--- src/rtl/sg_env_driver_if.sv ---
// rtl/sg_env_driver_if.sv - stimulus, observation and table-programming bundle for sg_env_driver
interface sg_env_driver_if #(
    parameter int N_IN       = 4,
    parameter int N_OUT      = 4,
    parameter int STATE_BITS = 4,
    parameter int N_TR       = 32
);
    localparam int AW = $clog2(N_TR);
    localparam int SW = $clog2(N_IN + N_OUT);

    logic                  run;
    logic [N_IN-1:0]       ena;
    logic [N_OUT-1:0]      out_obs;
    logic                  prog_we;
    logic [AW-1:0]         prog_addr;
    logic                  prog_valid;
    logic [STATE_BITS-1:0] prog_from;
    logic [SW-1:0]         prog_sig;
    logic                  prog_dir;
    logic [STATE_BITS-1:0] prog_to;
    logic [N_IN-1:0]       in_drv;
    logic [STATE_BITS-1:0] state;
    logic                  fired;
    logic                  refused;
    logic                  error;
    logic [1:0]            err_code;
    logic                  stall;

    modport master (
        output run, ena, out_obs, prog_we, prog_addr, prog_valid, prog_from, prog_sig, prog_dir, prog_to,
        input  in_drv, state, fired, refused, error, err_code, stall
    );
    modport slave (
        input  run, ena, out_obs, prog_we, prog_addr, prog_valid, prog_from, prog_sig, prog_dir, prog_to,
        output in_drv, state, fired, refused, error, err_code, stall
    );
endinterface

--- src/rtl/sg_env_driver.sv ---
// rtl/sg_env_driver.sv - state-graph environment driver: fires allowed input edges, checks output edges
module sg_env_driver #(
    parameter int N_IN       = 4,
    parameter int N_OUT      = 4,
    parameter int STATE_BITS = 4,
    parameter int N_TR       = 32,
    parameter int INIT_STATE = 0,
    parameter int INIT_IN    = 0,
    parameter int INIT_OUT   = 0,
    parameter int STALL_MAX  = 255
) (
    input logic             clk,
    input logic             reset,
    sg_env_driver_if.slave  bus
);
    localparam int SW = $clog2(N_IN + N_OUT);
    localparam int CW = $clog2(STALL_MAX + 1);

    logic [N_TR-1:0]       tab_valid;
    logic [STATE_BITS-1:0] tab_from [N_TR];
    logic [SW-1:0]         tab_sig  [N_TR];
    logic                  tab_dir  [N_TR];
    logic [STATE_BITS-1:0] tab_to   [N_TR];

    logic [STATE_BITS-1:0] state_q;
    logic [N_IN-1:0]       in_q;
    logic [N_OUT-1:0]      out_q;
    logic                  fired_q, refused_q, error_q;
    logic [1:0]            code_q;
    logic [CW-1:0]         idle_q;

    logic [N_OUT-1:0]      delta;
    logic [SW-1:0]         look_sig;
    logic                  look_dir;
    logic                  hit;
    logic [STATE_BITS-1:0] hit_to;
    logic                  active, take_out, take_in;

    // One shared lookup: an output edge has priority, otherwise the requested input edge is searched.
    always_comb begin
        delta    = bus.out_obs ^ out_q;
        look_sig = '0;
        look_dir = 1'b0;
        for (int j = 0; j < N_OUT; j++) begin
            if (delta[j]) begin
                look_sig = SW'(N_IN + j);
                look_dir = bus.out_obs[j];
            end
        end
        if (delta == '0) begin
            for (int i = 0; i < N_IN; i++) begin
                if (bus.ena[i]) begin
                    look_sig = SW'(i);
                    look_dir = ~in_q[i];
                end
            end
        end
        hit    = 1'b0;
        hit_to = '0;
        for (int e = N_TR - 1; e >= 0; e--) begin
            if (tab_valid[e] && tab_from[e] == state_q && tab_sig[e] == look_sig && tab_dir[e] == look_dir) begin
                hit    = 1'b1;
                hit_to = tab_to[e];
            end
        end
        active   = bus.run && !error_q;
        take_out = active && $onehot(delta) && hit;
        take_in  = active && (delta == '0) && $onehot(bus.ena) && hit;
    end

    always_ff @(posedge clk) begin
        if (bus.prog_we && !bus.run) begin
            tab_from[bus.prog_addr] <= bus.prog_from;
            tab_sig[bus.prog_addr]  <= bus.prog_sig;
            tab_dir[bus.prog_addr]  <= bus.prog_dir;
            tab_to[bus.prog_addr]   <= bus.prog_to;
        end
    end

    always_ff @(posedge clk or posedge reset) begin
        if (reset) begin
            tab_valid <= '0;
            state_q   <= STATE_BITS'(INIT_STATE);
            in_q      <= N_IN'(INIT_IN);
            out_q     <= N_OUT'(INIT_OUT);
            fired_q   <= 1'b0;
            refused_q <= 1'b0;
            error_q   <= 1'b0;
            code_q    <= 2'd0;
            idle_q    <= '0;
        end else begin
            out_q     <= bus.out_obs;
            fired_q   <= 1'b0;
            refused_q <= 1'b0;
            if (bus.prog_we && !bus.run)
                tab_valid[bus.prog_addr] <= bus.prog_valid;
            if (active) begin
                if (delta != '0 && !$onehot(delta)) begin
                    error_q <= 1'b1;
                    code_q  <= 2'd2;
                end else if (delta != '0) begin
                    refused_q <= (bus.ena != '0);
                    if (hit) begin
                        state_q <= hit_to;
                    end else begin
                        error_q <= 1'b1;
                        code_q  <= 2'd1;
                    end
                end else if (!$onehot0(bus.ena)) begin
                    error_q <= 1'b1;
                    code_q  <= 2'd3;
                end else if (bus.ena != '0) begin
                    if (hit) begin
                        in_q    <= in_q ^ bus.ena;
                        state_q <= hit_to;
                        fired_q <= 1'b1;
                    end else begin
                        refused_q <= 1'b1;
                    end
                end
            end
            // Any taken transition, self-loops included, counts as progress.
            if (!bus.run || take_out || take_in)
                idle_q <= '0;
            else if (idle_q != CW'(STALL_MAX))
                idle_q <= idle_q + 1'b1;
        end
    end

    assign bus.in_drv   = in_q;
    assign bus.state    = state_q;
    assign bus.fired    = fired_q;
    assign bus.refused  = refused_q;
    assign bus.error    = error_q;
    assign bus.err_code = code_q;
    assign bus.stall    = (idle_q == CW'(STALL_MAX));
endmodule

--- src/flat_wrapper.sv ---
// flat-port wrapper written by rule: the top's interface ports become plain ports
module sg_env_driver_flat 
#(
    parameter int N_IN       = 4,
    parameter int N_OUT      = 4,
    parameter int STATE_BITS = 4,
    parameter int N_TR       = 32,
    parameter int INIT_STATE = 0,
    parameter int INIT_IN    = 0,
    parameter int INIT_OUT   = 0,
    parameter int STALL_MAX  = 255
)
  (clk, reset, bus_run, bus_ena, bus_out_obs, bus_prog_we, bus_prog_addr, bus_prog_valid, bus_prog_from, bus_prog_sig, bus_prog_dir, bus_prog_to, bus_in_drv, bus_state, bus_fired, bus_refused, bus_error, bus_err_code, bus_stall);
  sg_env_driver_if #(.N_IN(N_IN), .N_OUT(N_OUT), .STATE_BITS(STATE_BITS), .N_TR(N_TR)) bus_i ();
  input logic clk;
  input logic reset;
  input wire logic [$bits(bus_i.run)-1:0] bus_run;
  input wire logic [$bits(bus_i.ena)-1:0] bus_ena;
  input wire logic [$bits(bus_i.out_obs)-1:0] bus_out_obs;
  input wire logic [$bits(bus_i.prog_we)-1:0] bus_prog_we;
  input wire logic [$bits(bus_i.prog_addr)-1:0] bus_prog_addr;
  input wire logic [$bits(bus_i.prog_valid)-1:0] bus_prog_valid;
  input wire logic [$bits(bus_i.prog_from)-1:0] bus_prog_from;
  input wire logic [$bits(bus_i.prog_sig)-1:0] bus_prog_sig;
  input wire logic [$bits(bus_i.prog_dir)-1:0] bus_prog_dir;
  input wire logic [$bits(bus_i.prog_to)-1:0] bus_prog_to;
  output wire logic [$bits(bus_i.in_drv)-1:0] bus_in_drv;
  output wire logic [$bits(bus_i.state)-1:0] bus_state;
  output wire logic [$bits(bus_i.fired)-1:0] bus_fired;
  output wire logic [$bits(bus_i.refused)-1:0] bus_refused;
  output wire logic [$bits(bus_i.error)-1:0] bus_error;
  output wire logic [$bits(bus_i.err_code)-1:0] bus_err_code;
  output wire logic [$bits(bus_i.stall)-1:0] bus_stall;
  assign bus_i.run = bus_run;
  assign bus_i.ena = bus_ena;
  assign bus_i.out_obs = bus_out_obs;
  assign bus_i.prog_we = bus_prog_we;
  assign bus_i.prog_addr = bus_prog_addr;
  assign bus_i.prog_valid = bus_prog_valid;
  assign bus_i.prog_from = bus_prog_from;
  assign bus_i.prog_sig = bus_prog_sig;
  assign bus_i.prog_dir = bus_prog_dir;
  assign bus_i.prog_to = bus_prog_to;
  assign bus_in_drv = bus_i.in_drv;
  assign bus_state = bus_i.state;
  assign bus_fired = bus_i.fired;
  assign bus_refused = bus_i.refused;
  assign bus_error = bus_i.error;
  assign bus_err_code = bus_i.err_code;
  assign bus_stall = bus_i.stall;
  sg_env_driver #(.N_IN(N_IN), .N_OUT(N_OUT), .STATE_BITS(STATE_BITS), .N_TR(N_TR), .INIT_STATE(INIT_STATE), .INIT_IN(INIT_IN), .INIT_OUT(INIT_OUT), .STALL_MAX(STALL_MAX)) u_core (.clk(clk), .reset(reset), .bus(bus_i));
endmodule
--- config.mk ---
export PLATFORM = sky130hd
export DESIGN_NAME = sg_env_driver_flat
export DESIGN_NICKNAME = d
export VERILOG_FILES = /design/src/rtl/sg_env_driver_if.sv /design/src/rtl/sg_env_driver.sv /design/src/flat_wrapper.sv
export SDC_FILE = /design/constraint.sdc
export NUM_CORES = 1
export LEC_CHECK = 0
export CAP_MARGIN = 10
export CORE_UTILIZATION = 40
export CTS_CLUSTER_DIAMETER = 50
export DETAILED_ROUTE_END_ITERATION = 8
export GPL_TIMING_DRIVEN = 1
export PLACE_DENSITY_LB_ADDON = 0.08
export REMOVE_ABC_BUFFERS = 1
export SLEW_MARGIN = 20
export SYNTH_ARGS = -nofsm -noshare
export SYNTH_HDL_FRONTEND = slang
export SYNTH_SLANG_ARGS = --single-unit
--- constraint.sdc ---
create_clock -name clk -period 4.1 [get_ports clk]
set_input_delay 0.41 -clock clk [delete_from_list [all_inputs] [get_ports clk]]
set_output_delay 0.41 -clock clk [all_outputs]
set_load 0.02 [all_outputs]
==> summary.md <==
| Metric | Value |
|---|---|
| Outcome | completed |
| Final Setup Violations | 0 |
| RSZ-0062 raised after global routing | yes |
| Critical Path, Cell by Cell | xnor2_4 -> inv_4 -> nor4_4 -> buf_4 -> nor3_4 -> buf_4 -> or4_1 -> a2111oi_4 -> o211ai_1 -> or3_1 -> a211o_1 -> a211oi_1 -> nor3_1 |
| Core area | 49200 µm² |
| Die area | 50900 µm² |
| Clock power share | 43.9% |
| Final WL | 54600 µm |
| Switching share of power | 22.9% |
| Clock latency on the worst-skew pair | 600 ps |
| Seq pwr share | 47.5% |
| 1st-iter DRT viols | 899 |
| Final Hold Fails | 0 |
| Worst r2r src | u_core.out_q[2] |
| Post-DRT Antenna Nets | 0 |
| Die X-Extent | 226 µm |
| Row count | 81 |
| Final Power | between 0.01 and 0.015 W |
| Placed Instances | 2306 |
| YS warnings | 0 |
| Vias | 12700 |
| Max-cap violations | 0 |
| Max Freq | 252 MHz |
| Post-DP HPWL | 36300 µm |
| Critical Path AT | 4460 ps |
| Post-Syn Area | 20000 µm² |
| H-tree levels | 2 |
| First-pass GRT wire length | around 81000 µm |
| Worst-Margin Slew | 975 ps |
| Hold Buf Count CTS | 0 |
| Worst Hold Class | input pin to async pin |
| Slowest CP cell | or4_1 |
| Die height | 226 µm |
| Clock Skews | 25.6 ps |
| Sequential area share after synthesis | 64.8% |
| CTS tree | yes |
| Largest net degree at the start of global routing | 42 |
| Finished Layout Cells | 2405 |
| Worst endpoint required time | between 4000 and 5000 ps |
| VDD IR-drop max | 0.000254 V |
| Deepest clock path buffer count | 3 |
| Syn Inst Count | 1413 |
| Fin Hold WS | roughly 270 ps |
| Number of synthesized register bits | 441 |
| Leak | ~9.0 nW |
| Relative slew slack | 35.0% |
| Routed WL per cell | approximately 23 µm |
| Final Max Slew Viols | 0 |
| Final Cycle Share | 96.8% |
| Ports | 44 |
| Async SR Flop Fraction | roughly 13% |
| Pre-CTS setup slack | -515 ps |
| Predominant post-synthesis flop cell | edfxtp_1 |
| Vias in the first global route | 12700 |
| Via-to-Cell Ratio | around 5.3 |
| Layout area overhead | 24.2% |
| P per Cell Area | 426 nW/µm² |
| Post-synth EDFFs | about 380 |
| Share of layout cells above drive strength 1 | roughly 24% |
| Pint | 0.00816 W |
| Gr usage total | 22.0% |
| Setup TNS | 0 ps |
| CTS Buf Count | between 50 and 60 |
| Cell mode on critical path | buf_4 |
| Power share of the combinational group | 8.6% |
| Synthesized area per cell | 14.1 µm² |
| Placer congestion estimate | roughly 0.91 |
| Clock sinks | 441 |
| N_diodes | 0 |
| Initial antenna violation count | 0 |
| Pre-Repair DR Iteration Count | 5 |
| Yosys cell types | 102 |
| Crit end category | flop |
| R2R cell count | 13 |
| CP Max Fanout | 8 |
| Clk pin slew, worst setup/hold paths | 60 ps |
| Grt total ovfl | 0 |
| Setup Crit Path Kind | flop to flop |
| Root Buffer | clkbuf_16 |
| Final worst slack | 132 ps |
| Critical Path Source Type | flop |
| Clock period minus worst slack | 3970 ps |
| Slowest Stage Delay on Critical Path | about 600 ps |
| Final #Nets | 1743 |
| DR DRC count | 0 |
| Port bufs | 43 |
| Starting density of the core | between 40% and 50% |
| P_sw | ~0.0024 W |
| Reg2Reg Setup Slack | 130 ps |
| Worst r2r dst | u_core.bus.state[3] |
[registers in the layout, summed over array words and instances (netlist names)]
register / flops
u_core.tab_dir: 32
u_core.bus.state: 4
u_core.tab_sig: 96
u_core.bus.error: 1
u_core.tab_valid: 32
u_core.bus.in_drv: 4
u_core.bus.fired: 1
u_core.idle_q: 8
u_core.tab_from: 128
u_core.bus.err_code: 2
u_core.out_q: 4
u_core.tab_to: 128
u_core.bus.refused: 1
[cell usage in the layout, fill, tap and decap left out, types with 13 or more instances in the layout]
master           synthesis  layout
o211ai_1                14      14
nor2_1                  92      91
or4_1                   23      23
mux2_2                  32      32
o21ai_0                 14      13
xnor2_1                 82      82
nor4_1                  24      23
nor3_1                  43      42
xor2_1                 140     140
clkdlybuf4s50_1          0      41
nand3_1                 32      32
o31ai_1                 24      23
clkbuf_1                16      15
nand2_1                 75      75
inv_1                   38      37
a211oi_1                13      13
buf_4                    6     233
dfrtp_1                 57      53
clkbuf_16                0      53
buf_12                   0      16
a21oi_1                 28      28
edfxtp_1               384     384
[area by class of cell]
cell class,count,area (µm²)
clock buffer,74,1470
timing repair buffer,292,2490
clock inverter,20,248
inverter,41,159
tap,664,831
multi-input combinational,873,6670
fill,4251,24300
sequential,441,13000
[per-stage QoR]
step | area [µm²] | utilization, %
after detailed placement | 23000 | 46.8
final | 24800 | 50.5
after CTS | 24700 | 50.3
after global routing | 24800 | 50.5
after floorplan | 19700 | -
after global placement | 23000 | 46.8
[cells in the mapped netlist (11+ instances only)]
master	n	area, µm²
o211ai_1	14	105
nor2_1	92	345
nor3_1	43	215
edfxtp_1	384	11500
o2111ai_1	11	96.3
or4_1	23	173
xor2_1	140	1230
a211oi_1	13	97.6
o21ai_0	14	70.1
clkbuf_1	16	60.1
mux2_2	32	360
dfrtp_1	57	1430
or3_1	12	75.1
o21a_1	11	82.6
inv_1	38	143
nor4_1	24	150
a21oi_1	28	140
o31ai_1	24	180
xnor2_1	82	718
nand2_1	75	282
nand3_1	32	160
nand4_1	11	68.8
buf_2	26	130
[kinds of logic (layout without fill, tap and decap cells)]
| group | after synthesis | count (layout) | share of synthesized area (%) |
|---|---|---|---|
| flip-flops | 441 | 441 | 64.8 |
| AND/OR/NAND/NOR | 375 | 375 | 10.0 |
| XOR/XNOR | 225 | 225 | 10.0 |
| AO/OA/AOI/OAI | 221 | 221 | 9.72 |
| buffers and inverters | 99 | 427 | 2.37 |
| multiplexers | 39 | 39 | 2.16 |
| adder cells (fa/ha/maj) | 13 | 13 | 0.876 |
[power by group through the flow]
| stage | registers (W) | clock network [W] | logic [W] |
|---|---|---|---|
| 2_1_floorplan | 0.00513 | 0 | 0.000394 |
| 3_5_place_dp | 0.00512 | 0 | 0.000903 |
| 4_1_cts | 0.00503 | 0.00473 | 0.000908 |
| 6_report | 0.00503 | 0.00464 | 0.000909 |
| 3_3_place_gp | 0.00511 | 0 | 0.000894 |
| 5_1_grt | 0.00504 | 0.00489 | 0.000983 |
[layer usage]
layer / wire (µm) / GRT usage (%)
met1: 25300 / 30.6
met2: 25500 / 35.5
met3: 2460 / 2.96
met4: 1370 / 7.13
met5: 0 / 0
[how the worst max path moves through the flow]
| stage | from | to | depth (start not counted) |
|---|---|---|---|
| 2_1_floorplan | u_core.out_q[2] | u_core.bus.state[3] | 11 |
| 3_5_place_dp | bus_out_obs[0] | u_core.bus.state[1] | 16 |
| 3_3_place_gp | bus_out_obs[0] | u_core.bus.state[2] | 16 |
| 4_1_cts | u_core.out_q[0] | u_core.bus.state[1] | 16 |
| 5_1_grt | u_core.out_q[0] | u_core.bus.state[0] | 17 |
| 6_report | u_core.out_q[2] | u_core.bus.state[3] | 13 |
[worst max-delay path: cells and delay by family, from the launching register on]
| family | cells | cell delay [ps] |
|---|---|---|
| AO/OA/AOI/OAI | 4 | 1360 |
| XOR/XNOR | 1 | 220 |
| buffers and inverters | 3 | 420 |
| flip-flops | 1 | 450 |
| AND/OR/NAND/NOR | 5 | 1410 |
[timing repair]
| action | in CTS | in global routing |
|---|---|---|
| gates resized for setup | 0 | 9 |
| buffers inserted | 0 | 5 |
| endpoints found under the setup margin | 1 | 21 |
| pin swaps | 0 | 5 |
| endpoints found under the hold margin | 0 | 0 |
Note: power is estimated with default switching activity, not from simulation.
==> RTL change: new RTL, same settings <==
`STATE_BITS` is set to 4 in 3 places; all go to 6.
--- a/src/rtl/sg_env_driver_if.sv
+++ b/src/rtl/sg_env_driver_if.sv
@@ -2,7 +2,7 @@
 interface sg_env_driver_if #(
     parameter int N_IN       = 4,
     parameter int N_OUT      = 4,
-    parameter int STATE_BITS = 4,
+    parameter int STATE_BITS = 6,
     parameter int N_TR       = 32
 );
     localparam int AW = $clog2(N_TR);
--- a/src/rtl/sg_env_driver.sv
+++ b/src/rtl/sg_env_driver.sv
@@ -2,7 +2,7 @@
 module sg_env_driver #(
     parameter int N_IN       = 4,
     parameter int N_OUT      = 4,
-    parameter int STATE_BITS = 4,
+    parameter int STATE_BITS = 6,
     parameter int N_TR       = 32,
     parameter int INIT_STATE = 0,
     parameter int INIT_IN    = 0,
--- a/src/flat_wrapper.sv
+++ b/src/flat_wrapper.sv
@@ -3,7 +3,7 @@
 #(
     parameter int N_IN       = 4,
     parameter int N_OUT      = 4,
-    parameter int STATE_BITS = 4,
+    parameter int STATE_BITS = 6,
     parameter int N_TR       = 32,
     parameter int INIT_STATE = 0,
     parameter int INIT_IN    = 0,
Ports: changed (resized bus_prog_from, bus_prog_to and bus_state); port bits go from 44 to 50. The function was not compared with the original's and may differ.
==> RTL change against the unedited design <==
Sequential power up 29%; core utilization up 0.88 points; sequential cell count grew 130; synthesized area rose by 31%; clock power increased by 48%; critical path depth rose by 1; design area increased by 34%; total power up 40%; via count increased by 45%; wire length rose by 60%; die area is 31% higher; hold slack better by 3.6 ps; sequential share of layout area down 1.5 points; setup slack better by 53 ps; highest routed layer unchanged.
==> RTL change: results (changes against the unedited design) <==
** Placement
- Setup WS pre-CTS :: -361 ps (+154 ps)
- Count of input and output buffers :: 49 (+14%)
- Placer's final routability congestion estimate :: 0.931 (+2.6%)
- The total half-perimeter wirelength after legalization and detailed placement is 59.8 mm (+65%).

** Status
- The run finished with clean final reports.

** Synthesis
- Sequential area share after synthesis :: 64.2% (-0.67 points)
- Share of async-settable or async-resettable flops after synthesis :: 10.3% (-2.6 points)
- Number of distinct library cell variants in the gate-level netlist after synthesis :: 100 (-2.0%)
- Synthesized area divided by synthesized cell count :: 13.7 um^2 (-2.8%)
- By area the synthesized netlist is led by edfxtp_1 59%, xnor2_1 6.5%, dfrtp_1 5.6%, xor2_1 3.3%, mux2_2 1.5%.
- Sorting the synthesized cells by how often they occur yields 512 x edfxtp_1, 195 x xnor2_1, 100 x xor2_1.
- Count of flip-flops with a built-in enable after synthesis :: 512 (+33%)

** CTS
- The total number of H-tree levels was 3 (+1).
- The clock transition at the register clock pins on the worst setup and hold paths after CTS came to 60 ps (about the same).
- Total clock buffers created by CTS :: 79 (+52%)
- At the later pin of the worst-skew pair, clock insertion delay measures slightly above 600 ps.
- Max clock buf depth :: 3 (unchanged)
- CTS placed an instance of clkbuf_16 at the clock tree root.

** Power
- The leakage component of the power is 11.8 nW (+31%).
- Psw :: 3.52 mW (+46%)
- Comb power frac :: 9.6% (+1.0 points)
- The clock power share is 46.5% (+2.6 points).
- Switching fraction of total power :: 23.8% (+0.93 points)
- Worst IR drop on VDD :: 0.000274 V (+8.0%)

** STA
- The worst-case hold slack is 279 ps (+3.63 ps).
- Clock period minus final worst setup slack :: 3920 ps (-52.5 ps)
- Headroom to the max-slew limit :: 41.6% (+6.6 points)
- Fin Clk Skew :: 18.9 ps (-6.65 ps)

** GRT
- Largest net degree at the start of global routing :: 38 (-9.5%)
- The total routing usage reported by global routing is 26.3% (+4.3 points).
- Global-route wire length before repair :: 126 mm (+55%)
- Number of global-route vias before repair :: 18500 (+46%)
- The initial antenna violation count came to 1 (+1).

** Worst setup path
- In this run the critical register-to-register path is captured at u_core.bus.state[4]$_DFFE_PP0P_.
- The setup slack of the most critical reg-to-reg path was 180 ps (+50 ps).
- The number of cell instances on the worst register-to-register path came to 14 (+1).
- Max FO, Critical Path :: 10 (+2)
- The critical path arrival is 4410 ps (-50 ps).
- The worst register-to-register path begins at u_core.bus.state[2]$_DFFE_PP0P_.

** Final layout
- The fill cell total of the finished layout was 5622 (+32%).
- Largest registers ranked by flip-flop count :: u_core.tab_from x192, u_core.tab_to x192, u_core.tab_sig x96
- The layout cell share with drive strength beyond 1 came to 25.1% (+0.78 points).
- The number of nets in the layout came to 2377 (+36%).

** Routing
- Via Count :: 18400 (+45%)
- The final wirelength was 87.4 mm (+60%).
- The violation count after the first detailed-route iteration was 1786 (+99%).
==> RTL change: cell type report <==
class                   count  area [um^2]  share of cell area (%)
well taps                 855         1070                    3.22
flip-flops and latches    571        16900                    50.7
multi-input cells        1195         8840                    26.6
inverters                  66          249                   0.749
diodes                      2         5.00                  0.0151
clock inverters            38          408                    1.23
repair buffers            418         3560                    10.7
clock buffers             105         2260                    6.81
==> RTL change: cells by family (layout without fill, tap and decap cells) <==
kind of cell / Yosys count / after routing / synth area share (%)
DFF: 571 / 571 / 64.2
and+or+nand+nor: 531 / 531 / 11.3
AOI/OAI and AO/OA: 314 / 314 / 9.76
xor gates and xnor gates: 297 / 297 / 9.96
buffers and inverters: 144 / 627 / 2.49
muxes: 40 / 40 / 1.69
adders and majority gates: 13 / 13 / 0.672
other: 0 / 2 / 0
==> RTL change: critical path: stages (launching register included) <==
cell      delay [ps]
dfrtp_2          600
buf_4            320
buf_4            200
xnor2_1          130
nand4_1          100
or4_1            520
or3_1            430
a211oi_1         340
o32a_1           210
a211oi_1          70
buf_4            130
nor3_1           300
o21ai_0          180
nor2_1           150
o31ai_1           90
==> RTL change: stage by stage <==
stage	area, um^2	cells	utilization, %
3_3_place_gp	30500	3104	47.2
2_1_floorplan	25900	1832	-
6_report	33300	3250	51.4
3_5_place_dp	30500	3104	47.2
4_1_cts	33200	3247	51.3
5_1_grt	33200	3248	51.4
==> RTL change: per-layer routing <==
layer | vias to the layer above | share of wire, % | track usage [%]
met5 | - | 0 | 0
met4 | 0 | 3.3 | 9.53
met3 | 140 | 7.8 | 5.68
met2 | 694 | 45 | 40.5
met1 | 9280 | 44 | 36.7
li1 | 8237 | - | -
==> RTL change: repair_timing <==
item | in CTS | in global routing
setup buffers | 0 | 1
resized for setup | 0 | 10
hold endpoints to repair | 0 | 0
endpoints found under the setup margin | 0 | 23
